--- src/rtl/alu_arbiter.sv ---
// Shares one combinational ALU among NUM_REQ valid/ready requesters and returns a tagged result.
// Define ALU_ARB_FIXED_PRIO_EN to use fixed priority (lowest index wins) instead of round-robin.
module alu_arbiter #(
    parameter int NUM_REQ = 2,
    parameter int ARCH    = 32,
    parameter int ID_W    = (NUM_REQ > 1) ? $clog2(NUM_REQ) : 1
) (
    input  logic                    clk_in,
    input  logic                    rst_in,
    input  logic [NUM_REQ-1:0]      req_valid_in,
    input  logic [NUM_REQ*4-1:0]    req_ctrl_in,
    input  logic [NUM_REQ*ARCH-1:0] req_a_in,
    input  logic [NUM_REQ*ARCH-1:0] req_b_in,
    output logic [NUM_REQ-1:0]      req_ready_out,
    output logic [3:0]              alu_ctrl_out,
    output logic [ARCH-1:0]         alu_a_out,
    output logic [ARCH-1:0]         alu_b_out,
    input  logic [ARCH-1:0]         alu_result_in,
    input  logic                    alu_zero_in,
    output logic                    resp_valid_out,
    input  logic                    resp_ready_in,
    output logic [ID_W-1:0]         resp_id_out,
    output logic [ARCH-1:0]         resp_result_out,
    output logic                    resp_zero_out,
    output logic [1:0]              state_dbg_out
);

    // Handshakes: a transfer happens on a cycle where valid and ready are both high;
    // the sender holds valid and payload stable until then, and ready never waits on a later cycle.
    typedef enum logic [1:0] {
        IDLE = 2'd0,
        EXEC = 2'd1,
        RESP = 2'd2
    } state_t;

    state_t          state_q, state_d;
    logic            any_req;
    logic            grant;
    logic [ID_W-1:0] winner;
    logic [ID_W-1:0] id_q;
    logic [ID_W-1:0] resp_id_q;
    logic [3:0]      ctrl_q;
    logic [ARCH-1:0] a_q, b_q, res_q;
    logic            zero_q;

    logic [3:0]      ctrl_arr [NUM_REQ];
    logic [ARCH-1:0] a_arr    [NUM_REQ];
    logic [ARCH-1:0] b_arr    [NUM_REQ];

    for (genvar g = 0; g < NUM_REQ; g++) begin : g_unpack
        assign ctrl_arr[g] = req_ctrl_in[4*g +: 4];
        assign a_arr[g]    = req_a_in[ARCH*g +: ARCH];
        assign b_arr[g]    = req_b_in[ARCH*g +: ARCH];
    end

`ifdef ALU_ARB_FIXED_PRIO_EN
    always_comb begin
        winner = '0;
        for (int i = NUM_REQ - 1; i >= 0; i--) begin
            if (req_valid_in[i]) winner = ID_W'(i);
        end
    end
`else
    logic [ID_W-1:0] ptr_q;
    logic [ID_W-1:0] cand;
    int              cand_i;
    logic            found;

    // Search starts just after the last winner and wraps, so every holder is served within NUM_REQ grants.
    always_comb begin
        winner = '0;
        cand   = '0;
        cand_i = 0;
        found  = 1'b0;
        for (int k = 1; k <= NUM_REQ; k++) begin
            cand_i = int'(ptr_q) + k;
            if (cand_i >= NUM_REQ) cand_i = cand_i - NUM_REQ;
            cand = ID_W'(cand_i);
            if (!found && req_valid_in[cand]) begin
                winner = cand;
                found  = 1'b1;
            end
        end
    end
`endif

    assign any_req = |req_valid_in;
    assign grant   = !rst_in && any_req &&
                     ((state_q == IDLE) || ((state_q == RESP) && resp_ready_in));

    always_comb begin
        req_ready_out = '0;
        if (grant) req_ready_out[winner] = 1'b1;
    end

    always_comb begin
        state_d = state_q;
        case (state_q)
            IDLE:    if (grant) state_d = EXEC;
            EXEC:    state_d = RESP;
            RESP:    if (resp_ready_in) state_d = grant ? EXEC : IDLE;
            default: state_d = IDLE;
        endcase
    end

    always_ff @(posedge clk_in) begin
        if (rst_in) begin
            state_q   <= IDLE;
            ctrl_q    <= '0;
            a_q       <= '0;
            b_q       <= '0;
            id_q      <= '0;
            resp_id_q <= '0;
            res_q     <= '0;
            zero_q    <= 1'b0;
`ifndef ALU_ARB_FIXED_PRIO_EN
            ptr_q     <= ID_W'(NUM_REQ - 1);
`endif
        end else begin
            state_q <= state_d;
            if (grant) begin
                ctrl_q <= ctrl_arr[winner];
                a_q    <= a_arr[winner];
                b_q    <= b_arr[winner];
                id_q   <= winner;
`ifndef ALU_ARB_FIXED_PRIO_EN
                ptr_q  <= winner;
`endif
            end
            // The ALU output is only meaningful while the operand regs drive it in EXEC.
            if (state_q == EXEC) begin
                res_q     <= alu_result_in;
                zero_q    <= alu_zero_in;
                resp_id_q <= id_q;
            end
        end
    end

    assign alu_ctrl_out    = ctrl_q;
    assign alu_a_out       = a_q;
    assign alu_b_out       = b_q;
    assign resp_valid_out  = (state_q == RESP);
    assign resp_id_out     = resp_id_q;
    assign resp_result_out = res_q;
    assign resp_zero_out   = zero_q;
    assign state_dbg_out   = state_q;

endmodule

--- config.mk ---
export PLATFORM = sky130hd
export DESIGN_NAME = alu_arbiter
export DESIGN_NICKNAME = d
export VERILOG_FILES = /design/src/rtl/alu_arbiter.sv
export SDC_FILE = /design/constraint.sdc
export NUM_CORES = 1
export LEC_CHECK = 0
export ABC_AREA = 1
export BUFFER_PORTS_ARGS = -buffer_cell sky130_fd_sc_hd__clkbuf_2
export CAP_MARGIN = 30
export CORE_MARGIN = 8
export CORE_UTILIZATION = 43
export DETAILED_ROUTE_END_ITERATION = 10
export PLACE_DENSITY = 0.86
export SYNTH_ARGS = -nofsm -noshare
export SYNTH_HDL_FRONTEND = slang
export SYNTH_SLANG_ARGS = --single-unit
--- constraint.sdc ---
create_clock -name clk_in -period 1.5 [get_ports clk_in]
set_clock_uncertainty 0.2 [all_clocks]
set_input_delay 0.15 -clock clk_in [delete_from_list [all_inputs] [get_ports clk_in]]
set_output_delay 0.15 -clock clk_in [all_outputs]
set_load 0.05 [all_outputs]
After elaboration in Yosys (flattened, before gate mapping)
Cells that the tools add are included.
{"block": "op_classes", "n_addsub": 4, "order_cmp": 7, "n_eq_ne": 4, "muxes": 25, "bitwise_logic": 1, "reduce_logical": 11}
{"op": "$mux W32", "n": 6}
{"op": "$mux W4", "n": 3}
{"op": "$mux W1", "n": 11}
{"op": "$lt A1 B2 Y1 const B", "n": 3}
{"op": "$mux W2", "n": 3}
{"op": "$pmux W2 S3", "n": 1}
{"op": "$logic_and A1 B1 Y1", "n": 5}
{"op": "$ge A2 B2 Y1 const B", "n": 2}
{"op": "$add A1 B2 Y3 const B", "n": 1}
{"op": "$ge A3 B2 Y1 const B", "n": 1}
{"op": "$add A1 B1 Y2 const B", "n": 1}
{"op": "$eq A2 B1 Y1 const B", "n": 1}
{"op": "$eq A2 B2 Y1 const B", "n": 1}
{"op": "$logic_not A1 Y1", "n": 2}
{"op": "$logic_not A2 Y1", "n": 1}
{"op": "$ne A2 B1 Y1 const B", "n": 1}
{"op": "$ne A2 B2 Y1 const B", "n": 1}
{"op": "$not A1 Y2", "n": 1}
{"op": "$reduce_and A2 Y1", "n": 1}
{"op": "$reduce_or A2 Y1", "n": 1}
{"op": "$sub A1 B1 Y1 const B", "n": 2}
{"op": "$demux W1 S1", "n": 1}
{"op": "$ge A1 B1 Y1 const B", "n": 1}
{"op": "$logic_or A1 B1 Y1", "n": 1}
{"block": "totals", "reg_bits": 106, "in_bits": 174, "out_inout_bits": 107, "wordCells": 61}

Logic depth before layout (Yosys ltp)
Gate-level depths: netlist (run 1).
{"block": "depth", "word_depth": 14, "depth_mapped": 8}

Worst setup path before layout (run 1)
Ideal clock, no wire load.
{"block": "synth_path", "kind": "reg-to-output", "startpoint": "register state_q[0] (netlist: state_dbg_out[0])", "endpoint": "output req_ready_out[0]", "arrival_ns": 1.675, "required_ns": 1.150, "path_slack_ns": -0.525, "stages_incl_launch_ff": 5, "path_cell_list": "dfxtp_1 nor2_2 nand3_2 buf_2 nor2_1"}
{"block": "synth_via", "elab_chain_len": 5}
{"element": "start, declared", "line": "36", "rtl": "state_t state_q, state_d;"}
{"element": "start signal, assigned", "line": "120", "rtl": "state_q <= state_d;"}
{"element": "$eq A2 B2 Y1", "line": "89", "rtl": "((state_q == IDLE) || ((state_q == RESP) && resp_ready_in));"}
{"element": "$logic_and A1 B1 Y1", "line": "89"}
{"element": "$logic_or A1 B1 Y1 *", "line": "89"}
{"element": "$logic_and A1 B1 Y1 *", "line": "88", "rtl": "assign grant = !rst_in && any_req &&"}
{"element": "$mux W2 *", "line": "93", "rtl": "if (grant) req_ready_out[winner] = 1'b1;"}
{"element": "end, declared", "line": "14", "rtl": "output logic [NUM_REQ-1:0] req_ready_out,"}
Mark *: on every way between the ends. The rest lies on a longest branch, timed or not.

Worst setup path in the final report (run 1)
{"block": "layout_path", "startpoint": "register state_q[0] (netlist: state_dbg_out[0])", "endpoint": "output req_ready_out[1]"}
The elaborated chain is that of the path after synthesis.

==> metrics.txt, run 1 <==
status finished with violations; failing checks setup timing; Starting DRT DRC Count approximately 1000; total gr overflow 0; die span in y about 120 um; flip-flop and latch area 2130 um^2; # DRC 0; Seq/Total Area, Yosys 0.458; met2 routed WL 11400 um; post-route setup TNS -0.840 ns; Global Route Usage Sum 0.326; vias in the first global route 7182; Initial Utilization 0.435; Syn Inst Count 694; final worst path period share 1.10; final setup margin -0.156 ns; Layout Nets 1302; port bufs 280; Synth cell types 17; Peak Freq around 600 MHz; CTS tree built; met3 routed WL approximately 3000 um; first-pass GRT wire length 37400 um; Placeable Area around 11000 um^2; Yosys top cell area share 0.458; relative slew slack 0.763; vias post-DR 6964; CP Max Fanout 3; drt pass-1 iters 6; area delta synth->final 81.4%; max cap viols 0; CTS Buf Count 9; Total Wirelength about 24000 um; DR vias/cell ~5.4; Worst-path clk slew 0.11 ns; Worst setup EP type output pin; Std-Cell Rows 38; fillcell total 634; # setup viols final 25; HP Class primary input to flop; Post-Syn Area 4630 um^2; Synth Register Bits ~110; largest net degree at the start of global routing 55; met1 WL 8240 um; Hold Path Stages 5; Setup CP Type flop to output pin; Tmin final 1.66 ns; Multi-input gate area 2290 um^2; Slew Viols, Final 0; startpoint types flop; initial antenna violation count 8; Clk Latency, worst-skew pair about 0.36 ns; maximum VDD drop 0.000633 V; post-synthesis area per instance 6.67 um^2; Clock Sinks 106; Post-Syn Nets 868; top layer in use met4; I/O pin total about 280; worst-case reg-to-reg path depth 7; DIE WIDTH 120 um; Leakage ~4.1 nW; synth top area cells dfxtp_1 46%, nand2_1 23%, a21oi_1 7.6%; post-synth top area cell dfxtp_1; Hold WS 0.0620 ns; Worst-Margin Slew 0.357 ns; RSZ-0062 raised after global routing yes; DIE AREA 14300 um^2; Root Buffer clkbuf_8; post-DP HPWL 12100 um; Pwr Density 937 nW/um^2; Post-DRT Antenna Nets 0; crit path DAT 1.31 ns; Fin. Hold Viols 0; layout cells sized above 1 0.305; Critical Path RT about 1.2 ns; wire length per cell 19.0 um; routability cong. ~0.83; yosys warns 0; CTS Buffer Depth 2; H-tree depth 3
-- repair_timing --
| action | 4_1_cts | 5_1_grt |
|---|---|---|
| hold buffers | 170 | 0 |
| resized for setup | 18 | 22 |
| buffers inserted | 3 | 0 |
| pin swaps | 5 | 1 |
| endpoints found under the hold margin | 102 | 0 |
| endpoints found under the setup margin | 6 | 104 |
| cloned | 1 | 2 |
-- area by class of cell --
class,instances,share of cell area
inverters,7,0.00343
diodes,11,0.00328
repair buffers,476,0.421
multi-input cells,528,0.272
well taps,140,0.0209
clock buffers,9,0.0147
clock inverters,7,0.0113
flip-flops and latches,106,0.254
-- Yosys cell counts, drive strengths merged --
cell type	instances
nand2	281
dfxtp	106
nor2	73
a21oi	70
nand3	70
o21ai	34
buf	31
clkbuf	22
inv	6
clkinv	1
-- metal layers --
layer / track usage / vias up
met5: 0 / -
met4: 0.238 / 0
met3: 0.118 / 163
met2: 0.531 / 628
met1: 0.345 / 3082
li1: - / 3091
-- registers in the layout, summed over array words and instances, names as in the netlist --
signal,flops
alu_a_out,32
alu_b_out,32
resp_result_out,32
alu_ctrl_out,4
state_dbg_out,2
id_q,1
ptr_q,1
resp_id_out,1
resp_zero_out,1
-- placed cells by master, fill, tap and decap left out, types with 2 or more instances in the layout --
cell | synthesis | final
a21oi_1 | 70 | 70
buf_12 | 0 | 13
buf_2 | 19 | 2
buf_4 | 10 | 9
buf_6 | 0 | 3
buf_8 | 0 | 2
clkbuf_2 | 0 | 275
clkbuf_8 | 0 | 9
dfxtp_1 | 106 | 103
dfxtp_4 | 0 | 2
diode_2 | 0 | 11
dlygate4sd3_1 | 0 | 170
inv_1 | 3 | 3
inv_2 | 3 | 3
inv_6 | 0 | 2
inv_8 | 0 | 2
nand2_1 | 279 | 275
nand2_2 | 2 | 3
nand2_4 | 0 | 3
nand3_1 | 69 | 69
nor2_1 | 70 | 64
nor2_2 | 2 | 4
nor2_4 | 1 | 5
o21ai_0 | 34 | 26
o21ai_1 | 0 | 7
-- critical path, stage by stage, from the launching register on --
cell and delay, ns:
dfxtp_4 0.37, nor2_4 0.10, nand2_2 0.07, nor2_4 0.11, nand2_2 0.09, inv_4 0.06
buf_12 0.12
-- worst paths after layout --
kind | from | to | slack (ns)
max | state_dbg_out[0] | req_ready_out[1] | -0.16
min | req_valid_in[0] | ptr_q | 0.06
max reg2reg | state_dbg_out[0] | alu_a_out[16] | -0.08
min reg2reg | alu_a_out[12] | alu_a_out[12] | 0.27
-- cell families after synthesis --
family | synth area share
buffers and inverters | 0.0619
AND/OR/NAND/NOR | 0.367
flip-flops | 0.458
AO/OA/AOI/OAI | 0.112
-- power breakdown --
group / internal, W / switching [W]
clock network: 0.000827 / 0.00115
registers: 0.00303 / 0.000128
logic: 0.000997 / 0.00174
-- per-stage QoR --
step	setup slack [ns]	area, um^2	util	cells	power (W)
after floorplan	0.00156	4650	-	694	0.00464
after detailed placement	-0.00319	6270	0.589	1081	0.00534
after global placement	0.0333	6270	0.589	1081	0.00531
after global routing	-0.232	8390	0.788	1282	0.00819
after CTS	-0.163	8290	0.779	1271	0.00767
final	-0.156	8400	0.789	1284	0.00787
Power figures use the tool's default switching activity.
==> inputs of run 2 (changes only) <==
REMOVE_ABC_BUFFERS = 1   (was unset)
==> metrics.txt, run 2 (synthesis gave the netlist of run 1 again) <==
routability cong. 0.814 (-2.3%); I/O pin total 281 (unchanged); port bufs 280 (unchanged); largest net degree at the start of global routing 67 (+22%); post-DP HPWL 12200 um (+0.71%); Clk Latency, worst-skew pair 0.37 ns (about the same); Slew Viols, Final 0 (unchanged); Leakage 4.65 nW (+12%); Worst-path clk slew 0.12 ns (about the same); CTS Buf Count 9 (unchanged); vias in the first global route 7212 (+0.42%); drt pass-1 iters 5 (-1); startpoint types flop; final worst path period share 1.18 (+0.0753); maximum VDD drop 0.000518 V (-18%); CTS tree built; hold path startpoint rst_in; Clock Power Share 0.212 (-0.039); most frequent cells in the layout 276 x clkbuf_2, 218 x nand2_1, 170 x dlygate4sd3_1; crit path DAT 1.85 ns (+0.54 ns); vias post-DR 7684 (+10%); RSZ-0062 raised after global routing yes; most common cell after layout, fill and taps aside clkbuf_2; final instance area 9340 um^2 (+11%); Total Wirelength 30300 um (+24%); sw frac 0.402 (+0.0181); Worst-Margin Slew 0.463 ns (+0.107 ns); slowest CP cell dfxtp_4; Clock Sinks 106 (unchanged); DIE AREA 14300 um^2 (unchanged); DR vias/cell 5.89 (+8.6%); Max stage delay on crit path 0.36 ns (about the same); Post-DRT Antenna Nets 0 (unchanged); die span in y 120 um (unchanged); Worst setup EP type flop; CP Max Fanout 9 (+6); crit-path most repeated cell nor2_4; hold worst-path end alu_a_out[10]; HP Class primary input to flop; Comb pwr share 0.402 (+0.054); Setup CP Type flop to flop; Std-Cell Rows 38 (unchanged); H-tree depth 3 (unchanged); Net Switching 0.00331 W (+9.6%); Hold Path Stages 3 (-2); layout cells sized above 1 0.418 (+0.113); final setup margin -0.269 ns (-0.113 ns); worst-case reg-to-reg path depth 9 (+2); Layout Nets 1327 (+1.9%); family with the most delay on the worst path buffers and inverters; first-pass GRT wire length 38500 um (+2.9%); max cap viols 0 (unchanged); Fin. Hold Viols 0 (unchanged); Pwr Density 882 nW/um^2 (-5.9%); Placeable Area 10700 um^2 (unchanged); Crit Reg-Reg Endpoint alu_a_out[21]; Root Buffer clkbuf_8; # DRC 0 (unchanged); worst r2r src state_dbg_out[0]; Pint 0.00493 W (+1.6%); DIE WIDTH 120 um (unchanged); Tot Pwr 0.00824 W (+4.7%); area delta synth->final 102%; WP buf/inv 4 (+2); Global Route Usage Sum 0.337 (+0.0106); CP Cell Sequence nor2_4 -> nand2_2 -> nor2_4 -> buf_6 -> buf_12 -> buf_16 -> buf_4 -> nand2_1 -> a21oi_2; status finished with violations; Starting DRT DRC Count 901 (-12%); failing checks setup timing; Tmin final 1.77 ns (+0.113 ns); relative slew slack 0.691 (-0.0721); Critical Path RT 1.59 ns (+0.44 ns); Peak Freq 565 MHz (-6.4%); wire length per cell 23.2 um (+22%); initial antenna violation count 7 (-1); CTS Buffer Depth 2 (unchanged); total gr overflow 0 (unchanged); power share of the sequential group 0.386 (-0.015); reg2reg setup slack -0.27 ns (-0.19 ns); DP Area 6270 um^2 (about the same); Initial Utilization 0.435 (unchanged); # setup viols final 69 (+180%)
[run 2: routing by layer]
metal | routed length (um) | vias up | track usage
li1 | - | 3141 | -
met5 | 12 | - | 0
met2 | 13400 | 857 | 0.539
met1 | 9900 | 3395 | 0.366
met3 | 4340 | 289 | 0.112
met4 | 2630 | 2 | 0.258
[run 2: power by group through the flow]
stage / registers (W) / clock network [W] / logic (W)
after CTS: 0.00313 / 0.00174 / 0.00259
after global routing: 0.00319 / 0.00189 / 0.00346
final: 0.00317 / 0.00175 / 0.00331
after global placement: 0.00319 / 0 / 0.00214
after detailed placement: 0.00320 / 0 / 0.00215
after floorplan: 0.00391 / 0 / 0.000612
[run 2: per-stage QoR]
step	std cells	setup slack (ns)	hold WS (ns)	TNS, ns	util
2_1_floorplan	641	-1.26	0.0191	-93.47	-
3_3_place_gp	1080	0.0551	0.196	0	0.589
3_5_place_dp	1080	0.0116	0.205	0	0.589
4_1_cts	1273	-0.148	0.0218	-2.71	0.781
5_1_grt	1304	-0.304	0.0613	-9.58	0.877
6_report	1304	-0.269	0.0365	-4.72	0.877
[run 2: final cells by class]
type                            instances  area, um^2
Tap cell                              140         175
Inverter                                7        28.8
Clock inverter                          6        48.8
Fill cell                             490        1310
Timing Repair Buffer                  501        3970
Sequential cell                       106        2130
Antenna cell                            6        15.0
Multi-Input combinational cell        528        2840
Clock buffer                           10         138
[run 2: worst max path at each step]
stage	start	end	cells after the start	slack [ns]
6_report	state_dbg_out[0]	alu_a_out[21]	9	-0.27
5_1_grt	state_dbg_out[0]	alu_a_out[21]	9	-0.30
4_1_cts	state_dbg_out[0]	req_ready_out[1]	6	-0.15
3_5_place_dp	ptr_q	alu_a_out[3]	7	0.01
3_3_place_gp	ptr_q	alu_b_out[11]	7	0.06
2_1_floorplan	ptr_q	req_ready_out[0]	4	-1.26
[run 2: timing repair]
| item | CTS | global route |
|---|---|---|
| gates cloned | 2 | 11 |
| gates resized for setup | 17 | 187 |
| endpoints found under the hold margin | 102 | 0 |
| hold buffers | 170 | 0 |
| setup buffers | 5 | 14 |
| pin swaps | 6 | 87 |
| endpoints found under the setup margin | 10 | 85 |
[run 2: tightest hold or removal path, delay by kind of cell]
family | cells | cell delay, ns
AO/OA/AOI/OAI | 1 | 0.04
buffers and inverters | 2 | 0.38
